--- config.mk ---
export PLATFORM = sky130hd
export DESIGN_NAME = opn2_bus_master
export DESIGN_NICKNAME = d
export VERILOG_FILES = /design/src/rtl/opn2_bus_pkg.sv /design/src/rtl/opn2_bus_timer.sv /design/src/rtl/opn2_bus_master.sv
export SDC_FILE = /design/constraint.sdc
export NUM_CORES = 1
export LEC_CHECK = 0
export ABC_AREA = 1
export CAP_MARGIN = 20
export CORE_ASPECT_RATIO = 1.25
export CORE_MARGIN = 2
export CORE_UTILIZATION = 45
export DETAILED_ROUTE_END_ITERATION = 8
export PLACE_DENSITY = 0.69
export SLEW_MARGIN = 10
export SYNTH_ARGS = -nofsm -noshare
export SYNTH_HDL_FRONTEND = slang
export SYNTH_SLANG_ARGS = --single-unit
--- constraint.sdc ---
create_clock -name MCLK -period 2.6 [get_ports MCLK]
set_input_delay 0.52 -clock MCLK [delete_from_list [all_inputs] [get_ports MCLK]]
set_output_delay 0.52 -clock MCLK [all_outputs]
set_load 0.02 [all_outputs]
--- src/rtl/opn2_bus_pkg.sv ---
// Shared types and helpers for the YM3438 CPU-bus initiator.
package opn2_bus_pkg;

  typedef enum logic [2:0] {
    RESET_IC = 3'd0,
    IDLE     = 3'd1,
    POLL     = 3'd2,
    ADDR_WR  = 3'd3,
    DATA_WR  = 3'd4
  } state_t;

  typedef enum logic [1:0] {
    SETUP   = 2'd0,
    STROBE  = 2'd1,
    HOLD    = 2'd2,
    RECOVER = 2'd3
  } phase_t;

  // Status byte bit that reports the chip is still busy.
  localparam int BUSY_BIT = 7;

  // Low address bit: register-address port vs register-data port.
  localparam logic ADDR_LO = 1'b0;
  localparam logic DATA_LO = 1'b1;

  // Everything the block drives onto the chip bus except ic_n.
  typedef struct packed {
    logic       cs_n;
    logic       wr_n;
    logic       rd_n;
    logic [1:0] addr;
    logic [7:0] data_o;
    logic       data_oe;
  } bus_pins_t;

  localparam bus_pins_t PINS_IDLE = '{
    cs_n:    1'b1,
    wr_n:    1'b1,
    rd_n:    1'b1,
    addr:    2'd0,
    data_o:  8'h00,
    data_oe: 1'b0
  };

  function automatic int max_int(input int a, input int b);
    return (a > b) ? a : b;
  endfunction

  // Bus pin values for a given transaction state and phase. Reads never
  // drive the data bus, and only the STROBE phase pulls a strobe low, so
  // rd_n/wr_n and data_oe/rd_n can never collide.
  function automatic bus_pins_t bus_pins(input state_t     st,
                                         input phase_t     ph,
                                         input logic       part,
                                         input logic [7:0] reg_addr,
                                         input logic [7:0] reg_val);
    bus_pins_t p;
    p = PINS_IDLE;
    case (st)
      POLL, ADDR_WR, DATA_WR: begin
        p.cs_n    = (ph == RECOVER);
        p.wr_n    = !((st != POLL) && (ph == STROBE));
        p.rd_n    = !((st == POLL) && (ph == STROBE));
        p.data_oe = (st != POLL) && (ph != RECOVER);
        if (st == POLL) begin
          p.addr   = 2'd0;
          p.data_o = 8'h00;
        end else if (st == ADDR_WR) begin
          p.addr   = {part, ADDR_LO};
          p.data_o = reg_addr;
        end else begin
          p.addr   = {part, DATA_LO};
          p.data_o = reg_val;
        end
      end
      default: p = PINS_IDLE;
    endcase
    return p;
  endfunction

endpackage

--- src/rtl/opn2_bus_timer.sv ---
// Loadable down-counter shared by the IC pulse and the bus phase timing.
// A load of N makes done rise on the N-th cycle after the load edge.
module opn2_bus_timer #(
  parameter int W           = 8,
  parameter int RESET_COUNT = 192
) (
  input  logic         MCLK,
  input  logic         reset,
  input  logic         load,
  input  logic [W-1:0] load_val,
  output logic         done
);

  logic [W-1:0] count;

  // Count down to zero and park there; reset arms the IC pulse length.
  always_ff @(posedge MCLK) begin
    if (reset) begin
      count <= W'(RESET_COUNT);
    end else if (load) begin
      count <= load_val - W'(1);
    end else if (count != '0) begin
      count <= count - W'(1);
    end else begin
      count <= count;
    end
  end

  assign done = (count == '0);

endmodule

--- src/rtl/opn2_bus_master.sv ---
// Host-side initiator for the YM3438 CPU bus: IC pulse after reset, then
// queued register writes as address/data cycle pairs, optionally preceded
// by status polls until the busy flag clears.
module opn2_bus_master
  import opn2_bus_pkg::*;
#(
  parameter int T_SETUP   = 2,
  parameter int T_STROBE  = 12,
  parameter int T_HOLD    = 2,
  parameter int T_RECOVER = 6,
  parameter int IC_CYCLES = 192,
  parameter bit POLL_EN   = 1'b1,
  parameter int POLL_MAX  = 1024
) (
  input  logic       MCLK,
  input  logic       reset,
  input  logic       req_valid,
  output logic       req_ready,
  input  logic       req_part,
  input  logic [7:0] req_reg,
  input  logic [7:0] req_data,
  output logic       ic_n,
  output logic       cs_n,
  output logic       wr_n,
  output logic       rd_n,
  output logic [1:0] addr,
  output logic [7:0] data_o,
  output logic       data_oe,
  input  logic [7:0] data_i,
  output logic       busy,
  output logic [7:0] status_q,
  output logic       timeout_flag
);

  localparam int TMAX = max_int(max_int(max_int(T_SETUP, T_STROBE),
                                        max_int(T_HOLD, T_RECOVER)),
                                IC_CYCLES);
  localparam int TW   = $clog2(TMAX + 1);
  localparam int PCW  = $clog2(POLL_MAX + 1);

  state_t          state_r, state_nx;
  phase_t          phase_r, phase_nx;
  logic            pending_r, pending_nx;
  logic            part_r, part_nx;
  logic [7:0]      reg_r, reg_nx;
  logic [7:0]      data_r, data_nx;
  logic [PCW-1:0]  poll_cnt_r, poll_cnt_nx;
  logic            timeout_nx;
  logic [7:0]      status_nx;
  logic            ready_nx;
  logic            accept;
  logic            tmr_load;
  logic [TW-1:0]   tmr_val;
  logic            tmr_done;
  bus_pins_t       pins_r;

  opn2_bus_timer #(
    .W           (TW),
    .RESET_COUNT (IC_CYCLES)
  ) u_timer (
    .MCLK     (MCLK),
    .reset    (reset),
    .load     (tmr_load),
    .load_val (tmr_val),
    .done     (tmr_done)
  );

  // Next-state decisions. A newly accepted request first spends one cycle
  // in a pending RECOVER so SETUP starts on the cycle after acceptance;
  // consecutive transactions chain RECOVER straight into the next SETUP.
  always_comb begin
    state_nx    = state_r;
    phase_nx    = phase_r;
    pending_nx  = pending_r;
    part_nx     = part_r;
    reg_nx      = reg_r;
    data_nx     = data_r;
    poll_cnt_nx = poll_cnt_r;
    timeout_nx  = timeout_flag;
    status_nx   = status_q;
    ready_nx    = 1'b0;
    accept      = 1'b0;
    tmr_load    = 1'b0;
    tmr_val     = '0;
    case (state_r)
      RESET_IC: begin
        if (tmr_done) begin
          state_nx = IDLE;
        end else begin
          state_nx = RESET_IC;
        end
      end
      IDLE: begin
        accept = req_valid && req_ready;
        if (accept) begin
          part_nx     = req_part;
          reg_nx      = req_reg;
          data_nx     = req_data;
          poll_cnt_nx = '0;
          pending_nx  = 1'b1;
          phase_nx    = RECOVER;
          tmr_load    = 1'b1;
          tmr_val     = TW'(1);
          state_nx    = POLL_EN ? POLL : ADDR_WR;
        end else begin
          ready_nx = 1'b1;
        end
      end
      POLL, ADDR_WR, DATA_WR: begin
        if (tmr_done) begin
          case (phase_r)
            SETUP: begin
              phase_nx = STROBE;
              tmr_load = 1'b1;
              tmr_val  = TW'(T_STROBE);
            end
            STROBE: begin
              phase_nx = HOLD;
              tmr_load = 1'b1;
              tmr_val  = TW'(T_HOLD);
              if (state_r == POLL) begin
                status_nx = data_i;
              end else begin
                status_nx = status_q;
              end
            end
            HOLD: begin
              phase_nx = RECOVER;
              tmr_load = 1'b1;
              tmr_val  = TW'(T_RECOVER);
            end
            RECOVER: begin
              phase_nx   = SETUP;
              pending_nx = 1'b0;
              tmr_load   = 1'b1;
              tmr_val    = TW'(T_SETUP);
              if (pending_r) begin
                state_nx = state_r;
              end else begin
                case (state_r)
                  POLL: begin
                    if (!status_q[BUSY_BIT]) begin
                      state_nx = ADDR_WR;
                    end else if (poll_cnt_r + PCW'(1) == PCW'(POLL_MAX)) begin
                      state_nx   = ADDR_WR;
                      timeout_nx = 1'b1;
                    end else begin
                      state_nx    = POLL;
                      poll_cnt_nx = poll_cnt_r + PCW'(1);
                    end
                  end
                  ADDR_WR: state_nx = DATA_WR;
                  DATA_WR: begin
                    state_nx = IDLE;
                    tmr_load = 1'b0;
                    ready_nx = 1'b1;
                  end
                  default: state_nx = state_r;
                endcase
              end
            end
            default: phase_nx = phase_r;
          endcase
        end else begin
          phase_nx = phase_r;
        end
      end
      default: state_nx = RESET_IC;
    endcase
  end

  // State and registered outputs; reset restarts the IC pulse from scratch.
  always_ff @(posedge MCLK) begin
    if (reset) begin
      state_r      <= RESET_IC;
      phase_r      <= SETUP;
      pending_r    <= 1'b0;
      part_r       <= 1'b0;
      reg_r        <= 8'h00;
      data_r       <= 8'h00;
      poll_cnt_r   <= '0;
      pins_r       <= PINS_IDLE;
      ic_n         <= 1'b0;
      req_ready    <= 1'b0;
      busy         <= 1'b1;
      status_q     <= 8'h00;
      timeout_flag <= 1'b0;
    end else begin
      state_r      <= state_nx;
      phase_r      <= phase_nx;
      pending_r    <= pending_nx;
      part_r       <= part_nx;
      reg_r        <= reg_nx;
      data_r       <= data_nx;
      poll_cnt_r   <= poll_cnt_nx;
      pins_r       <= bus_pins(state_nx, phase_nx, part_nx, reg_nx, data_nx);
      ic_n         <= (state_nx != RESET_IC);
      req_ready    <= ready_nx;
      busy         <= (state_nx != IDLE);
      status_q     <= status_nx;
      timeout_flag <= timeout_nx;
    end
  end

  assign cs_n    = pins_r.cs_n;
  assign wr_n    = pins_r.wr_n;
  assign rd_n    = pins_r.rd_n;
  assign addr    = pins_r.addr;
  assign data_o  = pins_r.data_o;
  assign data_oe = pins_r.data_oe;

endmodule

==> metrics.md <==
| Metric | Value |
|---|---|
| Status | finished, final reports clean |
| Synth Flop Type | dfxtp_1 |
| Residual DRC count | 0 |
| Initial drt markers | 117 |
| CTS tree | built |
| Avg Cell Area, Syn | 7.015 µm² |
| Mux share of post-synthesis cell area | 0.003069 |
| Reg-to-Reg Start | poll_cnt_r[0] |
| Setup bufs post-CTS | 0 |
| Clock Power Share | 0.397 |
| Total I/O pin count | 54 |
| Combinational share of power | 0.101 |
| Hold buffers post-CTS | 0 |
| Vias in the first global route | 2926 |
| Core Util, Final | 0.5850 |
| Net switching power | 0.5443 mW |
| NumNets Final | 559 |
| Setup-failing EPs final | 0 |
| Starting Density | 0.4675 |
| Async SR Flop Fraction | 0 |
| Hold Vio Cnt, Final | 0 |
| Simple-gate share of the synthesized area | 0.3943 |
| Seq/Total Area, Yosys | 0.4173 |
| Minimum clock period | 2.290 ns |
| Site row count | 34 |
| Most common cell after layout, fill and taps aside | nand2_1 |
| Worst Clk Skew | approximately 0.011 ns |
| Post-Syn Area | 0.003262 mm² |
| Total of warnings raised by yosys | 0 |
| Final Wtd Congestion | around 0.83 |
| Syn-to-layout area delta | 25.12% |
| Share of layout cells above drive strength 1 | 0.09848 |
| DR pass1 iterations | 4 |
| Remaining antenna violation count | 0 |
| Clock latency on the worst-skew pair | 0.35 ns |
| Worst Setup Slack, final | 0.3101 ns |
| Die H | 99.19 µm |
| Clock sink count | 68 |
| Seq cells post-synth | 68 |
| First-pass GRT wire length | approximately 13 mm |
| Crit path from | poll_cnt_r[0] |
| Grt ovf | 0 |
| CP Capture Type | flop |
| Synth Area in Compound Gates | 0.06291 |
| Hold depth | 2 |
| Period utilisation layout | 0.8807 |
| Fmax | 436.7 MHz |
| Largest net degree at the start of global routing | 37 |
| Synth Area in Adders | 0.02685 |
| CORE AREA | around 0.0070 mm² |
| Leakage power | 1.755 nW |
| Worst slew pin tran | 0.5477 ns |
| Maximum net fanout on the critical path | 12 |
| Post-CTS sizing | 0 |
| Layout Cells excl Fill | 618 |
| WS Path Type | reg -> reg |
| Routed Wire Length | 7.434 mm |
| Routed len/inst | around 12 µm |
| CTS Buf Count | 9 |
| Antenna violations before repair | 0 |
| Setup crit end | poll_cnt_r[2] |
| Startpoint types | flop |
| Slew margin rel. | 0.6335 |
| Most frequent CP cell | nand2_1 |
| Unique masters post-synth | 38 |
| CTS max path bufs | 2 |
| R2r setup slk | 0.31 ns |
| Reg2Reg Depth | 13 |
| Port Buffers | 53 |
| PnR Total Power | about 2.1 mW |
| Syn Nets | 500 |
| RR Endpoint | poll_cnt_r[2] |
| Peak VDD IR | 0.0002989 V |
| Clk root buf | clkbuf_8 |
| Post-synth EDFFs | 0 |
| Vias per cell | about 4.9 |
| Power Dens Cells | roughly 530 mW/mm² |
| Total track usage | 0.2000 |
| Clock transition at path regs | around 0.07 ns |
| Commonest cells after routing, fill and taps aside | 113 x nand2_1, 68 x dfxtp_1, 64 x nor2_1 |
| H-tree lvl count | 3 |
| DP Cell Count | around 600 |
| Internal power | between 1.5 and 2 mW |
| Sequential share of power | 0.502 |
| Die Width | about 80 µm |
| Detailed placer's ending HPWL | approximately 5.6 mm |
| Pins Over Slew Limit | 0 |
| Vias | 3012 |
| Critical path data arrival time | 2.56 ns |
| Worst min path class | reg -> reg |
| Final setup TNS | 0 ns |
| Dpl ws | 0.2101 ns |
| Data required, critical path | roughly 2.9 ns |
| Cell Chain, Critical Path | ha_1 -> nand2_4 -> nor2_8 -> nand2_1 -> nand2_1 -> nand2_1 -> nor2_2 -> nand3_2 -> nand2_1 -> inv_1 -> nor2_4 -> nand2_1 -> a21oi_1 |
| Synth Area in XOR/XNOR | 0.005370 |
| Sw frac | 0.2537 |
| Max Cap Viol | 0 |
| RSZ-0062 raised after global routing | no |
| ANT cells | 0 |
| Mapped Cells | approximately 470 |
| Largest family of logic cells by synthesized area | simple AND/OR/NAND/NOR gates |
| DIE AREA | 0.007950 mm² |
| Critical path's largest stage delay | 0.43 ns |
| Crit-path slowest cell | dfxtp_1 |
==> metal layers <==
metal / vias up / wire (µm) / global-route usage
li1: 1572 / - / -
met3: 18 / 250 / 0.04174
met5: - / 0 / 0
met1: 1365 / 3154 / 0.2347
met2: 57 / 3871 / 0.3551
met4: 0 / 158 / 0.07171
==> area by class of cell <==
class	count	area (µm²)
inverter	63	236.5
sequential	68	1361
tap	90	112.6
fill	662	2895
clock inverter	6	65.06
timing repair buffer	59	575.6
multi-input combinational	323	1607
clock buffer	9	123.9
==> cell usage after synthesis (2+ instances only) <==
cell type	number	area (µm²)
nor2_1	64	240.2
and2_1	16	100.1
nand3b_1	2	15.01
inv_1	57	214.0
o21ai_1	2	10.01
nand2_4	2	22.52
nor3_1	22	110.1
o21ai_2	2	17.52
nand2_1	113	424.2
nor2_4	5	56.30
nor3_2	2	20.02
xor2_1	2	17.52
dfxtp_1	68	1361
o21ai_0	5	25.02
clkbuf_1	6	22.52
or2_2	2	12.51
nand2_2	6	37.54
nand3_1	32	160.2
a21oi_1	23	115.1
nand4_1	2	12.51
inv_2	5	18.77
ha_1	7	87.58
nor2_2	3	18.77
nand3_2	3	30.03
==> critical path: cells and delay by family (launching register included) <==
family	cells	cell delay (ns)
AND/OR/NAND/NOR	10	1.16
flip-flops	1	0.43
adder cells (fa/ha/maj)	1	0.25
buffers and inverters	1	0.21
AO/OA/AOI/OAI	1	0.14
==> state kept, by name, indices dropped and copies added, names as in the netlist, 2 cells and up <==
signal / count
phase_r: 2
addr: 2
data_o: 8
reg_r: 8
state_r: 3
status_q: 8
data_r: 8
poll_cnt_r: 11
u_timer.count: 8
==> power by group through the flow <==
stage,registers [mW],logic [mW],clock network [mW]
floorplan,1.11,0.132,0
finish,1.08,0.217,0.851
CTS,1.08,0.217,0.867
global placement,1.10,0.214,0
global route,1.08,0.247,0.918
detailed placement,1.10,0.217,0
==> cells by family (layout without fill, tap and decap cells) <==
group           Yosys count  in the layout
compound gates           37             37
xor+xnor                  2              2
buf+inv                  74            137
fa+ha+maj                 7              7
mux                       1              1
simple gates            276            276
flops                    68             68
==> worst min path at each step <==
stage,start,endpoint,slack [ns]
3_3_place_gp,timeout_flag,timeout_flag,0.46
5_1_grt,timeout_flag,timeout_flag,0.50
4_1_cts,u_timer.count[7],u_timer.count[7],0.48
2_1_floorplan,u_timer.count[7],u_timer.count[7],0.44
6_report,timeout_flag,timeout_flag,0.48
3_5_place_dp,timeout_flag,timeout_flag,0.47
==> through the flow <==
stage	cell area (µm²)	hold slack (ns)
3_5_place_dp	3892	0.4651
2_1_floorplan	3262	0.4437
5_1_grt	4081	0.5007
4_1_cts	4081	0.4846
3_3_place_gp	3892	0.4556
6_report	4081	0.4770
Note: power is estimated with default switching activity, not from simulation.
==> variant 1 (same flow settings) <==
Set the parameter `POLL_MAX` to 2048 (it was 1024).
--- a/src/rtl/opn2_bus_master.sv
+++ b/src/rtl/opn2_bus_master.sv
@@ -10,7 +10,7 @@
   parameter int T_RECOVER = 6,
   parameter int IC_CYCLES = 192,
   parameter bit POLL_EN   = 1'b1,
-  parameter int POLL_MAX  = 1024
+  parameter int POLL_MAX  = 2048
 ) (
   input  logic       MCLK,
   input  logic       reset,
Check against the original RTL: same outputs for any inputs over 10 cycles, from zero or initial values and one cycle with reset high; that may be too few to reach the edited logic, so the function may still have changed.
==> variant 1 against the original RTL <==
Critical path depth grew 3; worst setup slack got worse by 7.4 ps; die area decreased by 0.96%; sequential cell count is 1 higher; total power down 2.8%; via count shrank 1.4%; synthesized area is 1.0% lower; cell area fell by 1.3%; count of clock-buffer cells in the layout is the same; synthesized cell count up 0.65%; sequential power barely moved; clock skew fell by 3.2 ps; routed wire length is 2.4% lower; critical endpoint is now data_o[7].
==> variant 1: results (changes against the original RTL) <==
| Metric | Value |
|---|---|
| GP Congestion | `0.8314 (+0.74%)` |
| All-Layer GR Usage | `19.98% (about the same)` |
| Synth Net Count | `502 (+0.40%)` |
| Netlist cell types | `35 (-7.9%)` |
| Nets | `557 (-0.36%)` |
| WL/cell | `11.73 um (-2.4%)` |
| CP Max Fanout | `13 (+1)` |
| Ratio of cells with drive above 1 in the final layout | `8.523% (-1.3 points)` |
| Vias/cell | `4.804 (-1.4%)` |
| Post-detail-place hpwl | `5145 um (-8.4%)` |
| Final setup skew | `7.344 ps (-3.202 ps)` |
| Root Driver | `clkbuf_8` |
| Initial DRT Pass Iterations | `5 (+1)` |
| List of most frequent post-synthesis cells | `nand2_1 (116), dfxtp_1 (69), nor2_1 (67)` |
| Leak Pwr | `1.657 nW (-5.6%)` |
| DRT iter0 DRCs | `189 (+62%)` |
| Sw Share | `23.85% (-1.5 points)` |
| TritonCTS Buffers | `9 (unchanged)` |
| Max stage delay on crit path | `380 ps (-50 ps)` |
| VDD IR max | `0.2902 mV (-2.9%)` |
| Max Fclk | `435.3 MHz (-0.32%)` |
| Vias in the first global route | `2,883 (-1.5%)` |
| Seq/Total Area, Yosys | `42.77% (+1.0 points)` |
| Clock network latency to the later pin of the worst-skew pair | `340 ps` |
| Crit path DAT | `2520 ps (-40 ps)` |
| Outcome | `complete, no violations` |
| Global-route wire length before repair | `12,540 um (-1.3%)` |
| Final hold slack | `471.4 ps (-5.509 ps)` |
| Slew @ Worst Pin | `512.1 ps (-35.57 ps)` |
| Pre-CTS setup slack | `115.6 ps (-94.49 ps)` |
| Post-synth top flop | `dfxtp_1` |
## variant 1: changes by cell type after synthesis, moves of 3 or more
cell | unedited run | this run
nand2_1 | 113 | 116
a21oi_1 | 23 | 30
buf_2 | 1 | 4
nor2_1 | 64 | 67
inv_1 | 57 | 52
## variant 1: area by class of cell
class,instances,area [um2]
fill,696,2948
multi-input combinational,328,1554
sequential,69,1381
timing repair buffer,58,568.0
inverter,57,214.0
clock buffer,9,123.9
tap,90,112.6
clock inverter,7,75.07
## variant 1: what timing repair did
action,CTS,global route
endpoints found under the hold margin,0,0
endpoints found under the setup margin,0,1
gates resized for setup,0,0
## variant 1: cell families (layout without fill, tap and decap cells)
family / count (synthesis) / after routing / share of synthesized area [%]
AND/OR/NAND/NOR: 274 / 274 / 37.54
buffers and inverters: 71 / 131 / 9.105
flip-flops: 69 / 69 / 42.77
AO/OA/AOI/OAI: 47 / 47 / 7.943
adder cells (fa/ha/maj): 6 / 6 / 2.325
multiplexers: 1 / 1 / 0.3100
## variant 1: tightest hold or removal path, cell delays in order (launching register included)
cell and delay, ps:
dfxtp_1 320, nand3_1 70, nand2_1 40
## variant 1: power groups by stage
stage | Clock (mW) | Sequential [mW] | Combinational [mW]
2_1_floorplan | 0 | 1.11 | 0.0818
3_3_place_gp | 0 | 1.11 | 0.141
3_5_place_dp | 0 | 1.11 | 0.141
4_1_cts | 0.884 | 1.08 | 0.142
5_1_grt | 0.931 | 1.09 | 0.161
6_report | 0.859 | 1.08 | 0.142
## variant 1: path summary, 6_finish.rpt
path,endpoint,startpoint,depth (start not counted)
setup / recovery,data_o[7],poll_cnt_r[1],16
hold reg to reg,u_timer.count[7],u_timer.count[7],2
setup reg to reg,data_o[7],poll_cnt_r[1],16
hold / removal,u_timer.count[7],u_timer.count[7],2
## variant 1: layer usage
metal	up-vias	part of all wire [%]	global-route usage [%]	wire, um
met2	38	51	35.23	3703
met1	1347	45	23.88	3246
met3	8	2.7	2.930	199
li1	1576	-	-	-
met4	0	1.4	8.605	102
met5	-	0	0	0
## variant 1: through the flow
step	std cells	cell area [um2]	utilization, %
detailed placement	602	3830	54.90
finish	618	4029	57.75
CTS	618	4029	57.75
global route	618	4029	57.75
floorplan	468	3229	-
global placement	602	3830	54.90
==> variant 2 (same flow settings) <==
Made on the original files. Register the output `status_q` once more, without a reset; this adds one clock of latency there. The other outputs are not delayed to match.
--- a/src/rtl/opn2_bus_master.sv
+++ b/src/rtl/opn2_bus_master.sv
@@ -38,6 +38,8 @@
   localparam int TW   = $clog2(TMAX + 1);
   localparam int PCW  = $clog2(POLL_MAX + 1);
 
+  logic [7:0] status_q_s0;
+
   state_t          state_r, state_nx;
   phase_t          phase_r, phase_nx;
   logic            pending_r, pending_nx;
@@ -77,7 +79,7 @@
     data_nx     = data_r;
     poll_cnt_nx = poll_cnt_r;
     timeout_nx  = timeout_flag;
-    status_nx   = status_q;
+    status_nx   = status_q_s0;
     ready_nx    = 1'b0;
     accept      = 1'b0;
     tmr_load    = 1'b0;
@@ -121,7 +123,7 @@
               if (state_r == POLL) begin
                 status_nx = data_i;
               end else begin
-                status_nx = status_q;
+                status_nx = status_q_s0;
               end
             end
             HOLD: begin
@@ -139,7 +141,7 @@
               end else begin
                 case (state_r)
                   POLL: begin
-                    if (!status_q[BUSY_BIT]) begin
+                    if (!status_q_s0[BUSY_BIT]) begin
                       state_nx = ADDR_WR;
                     end else if (poll_cnt_r + PCW'(1) == PCW'(POLL_MAX)) begin
                       state_nx   = ADDR_WR;
@@ -183,7 +185,7 @@
       ic_n         <= 1'b0;
       req_ready    <= 1'b0;
       busy         <= 1'b1;
-      status_q     <= 8'h00;
+      status_q_s0  <= 8'h00;
       timeout_flag <= 1'b0;
     end else begin
       state_r      <= state_nx;
@@ -197,7 +199,7 @@
       ic_n         <= (state_nx != RESET_IC);
       req_ready    <= ready_nx;
       busy         <= (state_nx != IDLE);
-      status_q     <= status_nx;
+      status_q_s0  <= status_nx;
       timeout_flag <= timeout_nx;
     end
   end
@@ -209,5 +211,9 @@
   assign data_o  = pins_r.data_o;
   assign data_oe = pins_r.data_oe;
 
+  always_ff @(posedge MCLK) begin
+    status_q <= status_q_s0;
+  end
+
 endmodule
 
Check against the original RTL: same outputs for any inputs over 10 cycles, from zero or initial values and one cycle with reset high; that may be too few to reach the edited logic, so the function may still have changed.
==> variant 2 against the original RTL <==
Cell area is 3.6% higher; routed wire length is 1.8% higher; critical path depth is 3 higher; synthesized area is 3.7% higher; utilization is 0.66 points lower; worst setup slack better by 130 ps; total power is 4.3% higher; sequential cell count is 8 higher; clock power is 4.9% higher; critical path type unchanged; largest power group unchanged.
==> variant 2: results (changes against the original RTL) <==
| Metric | Value |
|---|---|
| Outcome | `complete, no violations` |
| Synth area leaders | `dfxtp_1 (45%), nand2_1 (12%), nor2_1 (7.0%)` |
| All-Layer GR Usage | `20.42% (+0.42 points)` |
| Leak Pwr | `1.723 nW (-1.8%)` |
| CP max-delay cell | `dfxtp_1` |
| Crit path max-delay family | `simple AND/OR/NAND/NOR gates` |
| Nets | `563 (+0.72%)` |
| Flop2flop setup slack | `440 ps (+130 ps)` |
| TritonCTS Buffers | `9 (unchanged)` |
| Max stage delay on crit path | `450 ps (+20 ps)` |
| Htree depth | `3 (unchanged)` |
| Synth Net Count | `502 (+0.40%)` |
| DRT iter0 DRCs | `190 (+62%)` |
| Ys async rst share | `0% (unchanged)` |
| Vias in the first global route | `2,908 (-0.62%)` |
| List of most frequent post-synthesis cells | `nand2_1 (112), dfxtp_1 (76), nor2_1 (63)` |
| Placed cell area | `4038 um2 (+3.7%)` |
| Largest net degree at the start of global routing | `21 (-43%)` |
| GP Congestion | `0.8781 (+6.4%)` |
| DR DRC count | `0 (unchanged)` |
| Initial antenna violation count | `0 (unchanged)` |
| Global-route wire length before repair | `12,930 um (+1.8%)` |
| VDD IR max | `0.2766 mV (-7.4%)` |
| Yosys warns | `0 (unchanged)` |
| Seq/Total Area, Yosys | `44.99% (+3.3 points)` |
| CTS max path bufs | `2 (unchanged)` |
| Met2 Use GR | `35.37% (-0.14 points)` |
| Rel. slew slack | `65.70% (+2.3 points)` |
| Register with the most flip-flops | `poll_cnt_r` |
| Final hold slack | `348.0 ps (-128.9 ps)` |
| Initial DRT Pass Iterations | `5 (+1)` |
| Met1 global-route usage | `23.51% (+0.041 points)` |
| Vias | `3,029 (+0.56%)` |
| WL/cell | `12.11 um (+0.65%)` |
| Sw Share | `23.72% (-1.6 points)` |
| CP Max Fanout | `10 (-2)` |
| Pre-CTS setup slack | `65.23 ps (-144.8 ps)` |
| Clock network latency to the later pin of the worst-skew pair | `350 ps (about the same)` |
| Post-detail-place hpwl | `5498 um (-2.1%)` |
| Ratio of cells with drive above 1 in the final layout | `11.63% (+1.8 points)` |
| Post-synth top flop | `dfxtp_1` |
| Root Driver | `clkbuf_8` |
| Worst hold path class | `reg -> reg` |
| Netlist cell types | `36 (-5.3%)` |
| Final min period | `2164 ps (-125.8 ps)` |
| Largest register FFs | `11 (unchanged)` |
| Clock Pin Slew Worst Setup and Hold Paths | `90 ps (+20 ps)` |
| Antenna diode count | `0 (unchanged)` |
| Final setup skew | `12.26 ps (+1.710 ps)` |
| Grt met3 use | `4.480% (+0.31 points)` |
| PortBufs | `53 (unchanged)` |
| Worst EP required | `2840 ps (-30 ps)` |
| Postcts setup bufs | `0 (unchanged)` |
| Post-CTS Resized | `0 (unchanged)` |
==> variant 2: power by group through the flow <==
stage                     sequential, mW  combinational, mW  clock [mW]
after CTS                           1.19              0.154       0.913
final                               1.19              0.154       0.893
after detailed placement            1.22              0.153           0
after global routing                1.19              0.171       0.964
after global placement              1.22              0.154           0
after floorplan                     1.22             0.0919           0
==> variant 2: kinds of logic after synthesis <==
| kind of cell | after synthesis | synth area share (%) |
|---|---|---|
| buffers and inverters | 71 | 7.917 |
| muxes | 1 | 0.2960 |
| DFF | 76 | 44.99 |
| adders and majority gates | 7 | 2.590 |
| AOI/OAI and AO/OA | 44 | 8.251 |
| and+or+nand+nor | 267 | 35.70 |
| xor gates and xnor gates | 1 | 0.2590 |
==> variant 2: path summary, 6_finish.rpt <==
path                        from          end  cells past startpoint
setup / recovery   poll_cnt_r[0]    data_o[0]                     16
hold reg to reg   status_q_s0[2]  status_q[2]                      0
hold / removal    status_q_s0[2]  status_q[2]                      0
setup reg to reg   poll_cnt_r[0]    data_o[0]                     16
==> variant 2: stage by stage <==
| stage | std cells | util [%] |
|---|---|---|
| finish | 625 | 57.84 |
| global route | 625 | 57.84 |
| CTS | 625 | 57.84 |
| detailed placement | 609 | 55.21 |
| global placement | 609 | 55.21 |
| floorplan | 467 | - |
==> variant 2: layout make-up <==
type,instances,area (um2)
multi-input combinational,320,1593
sequential,76,1521
timing repair buffer,59,575.6
tap,92,115.1
fill,687,3083
clock inverter,5,61.31
clock buffer,11,131.4
inverter,62,232.7
==> variant 2: metal layers <==
| layer | up-vias | share of wire [%] |
|---|---|---|
| met5 | - | 0 |
| met4 | 0 | 2.8 |
| met3 | 17 | 3.6 |
| met2 | 58 | 51 |
| met1 | 1360 | 42 |
| li1 | 1594 | - |
